$ cat src/rtl/lvds_pixel_packer.sv
// Packs pairs of LVDS samples into 32-bit words, frames them into grouped packets
// and buffers them in a first-word fall-through AXI-Stream output FIFO.
module lvds_pixel_packer #(
  parameter int DW         = 15,
  parameter int PKT_WORDS  = 256,
  parameter int FIFO_DEPTH = 8
) (
  input  logic          clk,
  input  logic          rst,
  input  logic          enable,
  input  logic          in_valid,
  input  logic [DW-1:0] in_data,
  input  logic          in_group,
  output logic [31:0]   m_tdata,
  output logic          m_tvalid,
  input  logic          m_tready,
  output logic          m_tlast,
  output logic [1:0]    m_tuser,
  input  logic          clr_ovf,
  output logic          overflow,
  output logic [15:0]   drop_cnt
);

  // state | meaning
  // IDLE  | enable low, samples ignored, stage and FIFO keep draining
  // LO    | packing, no half-word pending
  // HI    | packing, sample A held in hold_a
  typedef enum logic [1:0] {IDLE, LO, HI} state_t;

  localparam int          AW       = $clog2(FIFO_DEPTH);
  localparam logic [15:0] LAST_IDX = 16'(PKT_WORDS - 1);
  localparam logic [AW:0] DEPTH_C  = (AW+1)'(FIFO_DEPTH);

  state_t        state, nxt_state;
  logic [DW-1:0] hold_a;
  logic          pkt_grp;
  logic [15:0]   word_idx;
  logic          sop_next;
  logic          stage_v, stage_last, stage_sop, stage_grp;
  logic [31:0]   stage_data;

  logic          samp, grp_chg, close_lo, capture_a;
  logic          load, load_last, push, push_last;
  logic [31:0]   load_word;

  function automatic logic [31:0] pack_word(input logic [DW-1:0] a, input logic va,
                                            input logic [DW-1:0] b, input logic vb);
    logic [31:0] w;
    w            = '0;
    w[DW-1:0]    = a;
    w[15]        = va;
    w[DW+15:16]  = b;
    w[31]        = vb;
    return w;
  endfunction

  always_comb begin
    samp      = in_valid && enable;
    grp_chg   = samp && (in_group != pkt_grp);
    nxt_state = state;
    close_lo  = 1'b0;
    capture_a = 1'b0;
    load      = 1'b0;
    load_last = 1'b0;
    load_word = '0;
    push      = 1'b0;
    push_last = 1'b0;
    case (state)
      HI: begin
        if (!enable || grp_chg) begin
          load      = 1'b1;
          load_word = pack_word(hold_a, 1'b1, '0, 1'b0);
          load_last = 1'b1;
          capture_a = grp_chg;
          nxt_state = grp_chg ? HI : IDLE;
        end else if (samp) begin
          load      = 1'b1;
          load_word = pack_word(hold_a, 1'b1, in_data, 1'b1);
          load_last = (word_idx == LAST_IDX);
          nxt_state = LO;
        end
      end
      default: begin
        close_lo = !enable || grp_chg;
        if (!enable) begin
          nxt_state = IDLE;
        end else if (samp) begin
          capture_a = 1'b1;
          nxt_state = HI;
        end else begin
          nxt_state = LO;
        end
      end
    endcase
    // A loading word always evicts the stage; otherwise the stage only leaves as a packet end
    if (load) begin
      push      = stage_v;
      push_last = stage_last;
    end else if (stage_v && (stage_last || close_lo)) begin
      push      = 1'b1;
      push_last = 1'b1;
    end
  end

  always_ff @(posedge clk or posedge rst) begin
    if (rst) begin
      state      <= LO;
      hold_a     <= '0;
      pkt_grp    <= 1'b0;
      word_idx   <= '0;
      sop_next   <= 1'b1;
      stage_v    <= 1'b0;
      stage_last <= 1'b0;
      stage_sop  <= 1'b0;
      stage_grp  <= 1'b0;
      stage_data <= '0;
    end else begin
      state <= nxt_state;
      if (capture_a) begin
        hold_a  <= in_data;
        pkt_grp <= in_group;
      end
      if (load) begin
        stage_v    <= 1'b1;
        stage_data <= load_word;
        stage_last <= load_last;
        stage_sop  <= sop_next;
        stage_grp  <= pkt_grp;
        sop_next   <= load_last;
        word_idx   <= load_last ? 16'd0 : word_idx + 16'd1;
      end else begin
        if (push) stage_v <= 1'b0;
        if ((push && push_last) || !enable) begin
          sop_next <= 1'b1;
          word_idx <= '0;
        end
      end
    end
  end

  // Output FIFO: entry = {group, sop, last, data}
  logic [34:0]   mem [FIFO_DEPTH];
  logic [34:0]   head;
  logic [AW-1:0] wr_ptr, rd_ptr;
  logic [AW:0]   count;
  logic          full, empty, wr, pop, drop;

  assign full  = (count == DEPTH_C);
  assign empty = (count == '0);
  assign pop   = !empty && m_tready;
  assign wr    = push && !full;
  assign drop  = push && full;
  assign head  = mem[rd_ptr];

  always_ff @(posedge clk) begin
    if (wr) mem[wr_ptr] <= {stage_grp, stage_sop, push_last, stage_data};
  end

  always_ff @(posedge clk or posedge rst) begin
    if (rst) begin
      wr_ptr   <= '0;
      rd_ptr   <= '0;
      count    <= '0;
      overflow <= 1'b0;
      drop_cnt <= '0;
    end else begin
      if (wr)  wr_ptr <= wr_ptr + AW'(1);
      if (pop) rd_ptr <= rd_ptr + AW'(1);
      if (wr && !pop)      count <= count + (AW+1)'(1);
      else if (!wr && pop) count <= count - (AW+1)'(1);
      if (drop) begin
        overflow <= 1'b1;
        if (clr_ovf)                    drop_cnt <= 16'd1;
        else if (drop_cnt != 16'hFFFF)  drop_cnt <= drop_cnt + 16'd1;
      end else if (clr_ovf) begin
        overflow <= 1'b0;
        drop_cnt <= '0;
      end
    end
  end

  assign m_tvalid = !empty;
  assign m_tdata  = empty ? 32'd0 : head[31:0];
  assign m_tlast  = empty ? 1'b0  : head[32];
  assign m_tuser  = empty ? 2'b00 : {head[34], head[33]};

endmodule

$ cat config.mk
export PLATFORM = sky130hd
export DESIGN_NAME = lvds_pixel_packer
export DESIGN_NICKNAME = d
export VERILOG_FILES = /design/src/rtl/lvds_pixel_packer.sv
export SDC_FILE = /design/constraint.sdc
export NUM_CORES = 1
export LEC_CHECK = 0
export CORE_MARGIN = 4
export CORE_UTILIZATION = 55
export CTS_CLUSTER_SIZE = 28
export DETAILED_ROUTE_END_ITERATION = 10
export PLACE_DENSITY = 0.74
export REMOVE_ABC_BUFFERS = 1
export SYNTH_ARGS = -nofsm -noshare
export SYNTH_HDL_FRONTEND = slang
export SYNTH_SLANG_ARGS = --single-unit
$ cat constraint.sdc
create_clock -name clk -period 13 [get_ports clk]
set_input_delay 2.6 -clock clk [delete_from_list [all_inputs] [get_ports clk]]
set_output_delay 2.6 -clock clk [all_outputs]
set_load 0.01 [all_outputs]
==> results.cfg <==
[yosys]
synth_ff_type = edfxtp_1
syn-cell-area_sq_um = 15000
synthArstFlopShare_pct = 25.9
synth_warnings = 0
yosys-top-cells-count = edfxtp_1, dfrtp_1, mux4_2
netlist_instances = 846
avgSynthCellArea_sq_um = 17.8
seq_area_frac_synth_pct = 72.3
synth_top_area_share_pct = 56.0
ys_ff_latch = 378
yosysMostFrequentCell = edfxtp_1
synth-edff-count = 280
synth_largest_area_cell = edfxtp_1
synth.distinct_cells = 52
ys_top_cells_by_area = edfxtp_1, dfrtp_1, mux4_2, mux2_2, mux2i_1

[clock_network]
htree_levels = 2
clock_latency_ns = 0.51
postCtsSetupBuffers = 0
cts_buffers = 38
cts-resized-gates = 0
cts-root-buf = clkbuf_16
numClockSinks = 378
clock_path_buffers = 3
clk_pin_slew_worst_paths_ns = 0.06
cts_hold_repair.buffers = 0
tritoncts = built

[final_layout]
diodes = 0
drive_gt1_share_pct = 20.8
layout.nets = 969
fin_cells = 1308
area_growth_pct = 15.9
postLayoutCellArea_sq_um = 17400
final_core_util_pct = 64.8

[critical_path]
endpoint_kind = primary output
cp_max_fo = 37
crit_type = reg2out
required_ns = 10.40
start_kind = flip-flop
worstPathArrival_ns = 3.59

[sta]
finalSetupViolations = 0
rsz0062_at_grt = no
fin_worst_skew_ns = 0.0107
relSlewSlack_pct = 29.0
period_share_pct = 47.6
hold_ws_ns = 0.500
maxSlewViolCount = 0
fmax_mhz = 162
max_slew.worst_pin.slew_ns = 1.06
worst_slack_ns = 6.81
final_hold_viol_count = 0
min_period_ns = 6.19
tns_ns = 0

[grt]
track_usage_pct = 19.5
antenna_found_initial = 0
grt-ovfl-total = 0
grt_pass1_wl_mm = 46.0
grt_max_degree = 74
grt_pass1_vias = 8105

[routing]
finalWirelength_mm = 29.1
vias = 7957
via_per_inst = 6.08
final_antenna_net_count = 0
drt_iter0_drc = 718
avgRoutedWirePerCell_microns = 22.2
post-route-drc-count = 0
first_pass_iters = 5

[die]
dieArea_sq_um = 30000
std_cell_rows = 60
core-area_sq_um = 26900
initial_utilization_pct = 55.9
die_w_microns = 173
ioPinCount = 75
dieHeight_microns = 173

[placed_design]
gp_congestion = 0.824
dpl.hpwl_mm = 15.7
dpl_worst_slack_ns = 7.08
port_buffers = 74
placed_cells = 1240
dpl-instance-area_sq_um = 16300

[pwr]
comb_power_share_pct = 26.2
power_frac_clock_pct = 28.5
power_density_nw_per_um2 = 203
switching_share_pct = 27.6
power.net_switching_mw = 0.976
p_int_mw = 2.56
power.total_mw = 3.53
peakVddDrop_uv = 100
power.leakage_nw = 6.06
power_frac_seq_pct = 45.4

[min_path]
min_path_type = reg2reg

[outcome]
status = finished, final reports clean

[job]
drv_cap = 0
-- path summary, 6_finish.rpt --
check                      slack [ns]              to       start  cells past startpoint
max                              6.81     m_tdata[20]   rd_ptr[0]                      5
min                              0.50  stage_data[12]  hold_a[12]                      1
max reg2reg                      9.75      mem[2][27]    state[1]                      6
min reg2reg                      0.50  stage_data[12]  hold_a[12]                      1
max in group asynchronous        9.13       rd_ptr[0]         rst                      3
min in group asynchronous        2.42    drop_cnt[12]         rst                      2
-- critical path, cell delays in order, from the launching register on --
cell	delay [ns]
dfrtp_4	0.93
buf_4	0.73
mux4_2	0.60
mux2i_1	0.17
nor2_1	0.07
clkdlybuf4s50_1	0.57
-- layout make-up --
type / instances / area [sq um]
clock buffer: 52 / 1040
sequential: 378 / 10900
multi-input combinational: 419 / 4040
tap: 341 / 427
clock inverter: 16 / 108
fill: 1832 / 9470
inverter: 9 / 36.3
timing repair buffer: 93 / 883
-- metal layers --
metal  track usage [%]  up-vias  wire length (microns)
met5                 0        -                      0
met4              5.12        0                    484
met3              3.82       38                   1830
met2              31.1      231                  14000
met1              28.1     4146                  12800
li1                  -     3542                      -
-- state kept, by name, indices dropped and copies added, names as in the netlist, 2 cells and up --
register,flops
state,2
count,4
rd_ptr,3
mem,280
wr_ptr,3
drop_cnt,16
hold_a,15
word_idx,16
stage_data,32
-- placed cells by master (no fill, tap or decap), types with 15 or more instances in the layout --
master | synthesis | final
edfxtp_1 | 280 | 280
dfrtp_1 | 96 | 93
clkdlybuf4s50_1 | 0 | 74
mux4_2 | 70 | 70
nor2_1 | 65 | 62
clkbuf_16 | 0 | 39
mux2_2 | 38 | 38
mux2i_1 | 38 | 38
nand2_1 | 34 | 34
buf_4 | 0 | 19
nand3_1 | 18 | 18
a22o_1 | 17 | 17
o21ai_0 | 15 | 15
-- cell families after synthesis --
| group | count (synthesis) | synth area share (%) |
|---|---|---|
| adders and majority gates | 8 | 0.716 |
| muxes | 146 | 15.9 |
| DFF | 378 | 72.3 |
| AOI/OAI and AO/OA | 74 | 3.42 |
| and+or+nand+nor | 180 | 5.75 |
| xor gates and xnor gates | 11 | 0.691 |
| buffers and inverters | 49 | 1.23 |
-- power groups by stage --
stage                     logic (mW)  clock network, mW  registers, mW
after floorplan                0.546                  0           1.65
after global placement         0.927                  0           1.62
after detailed placement       0.941                  0           1.63
after CTS                      0.945               1.03           1.60
after global routing            1.00               1.08           1.62
final                          0.924               1.01           1.60
(Power assumes the default switching activity.)
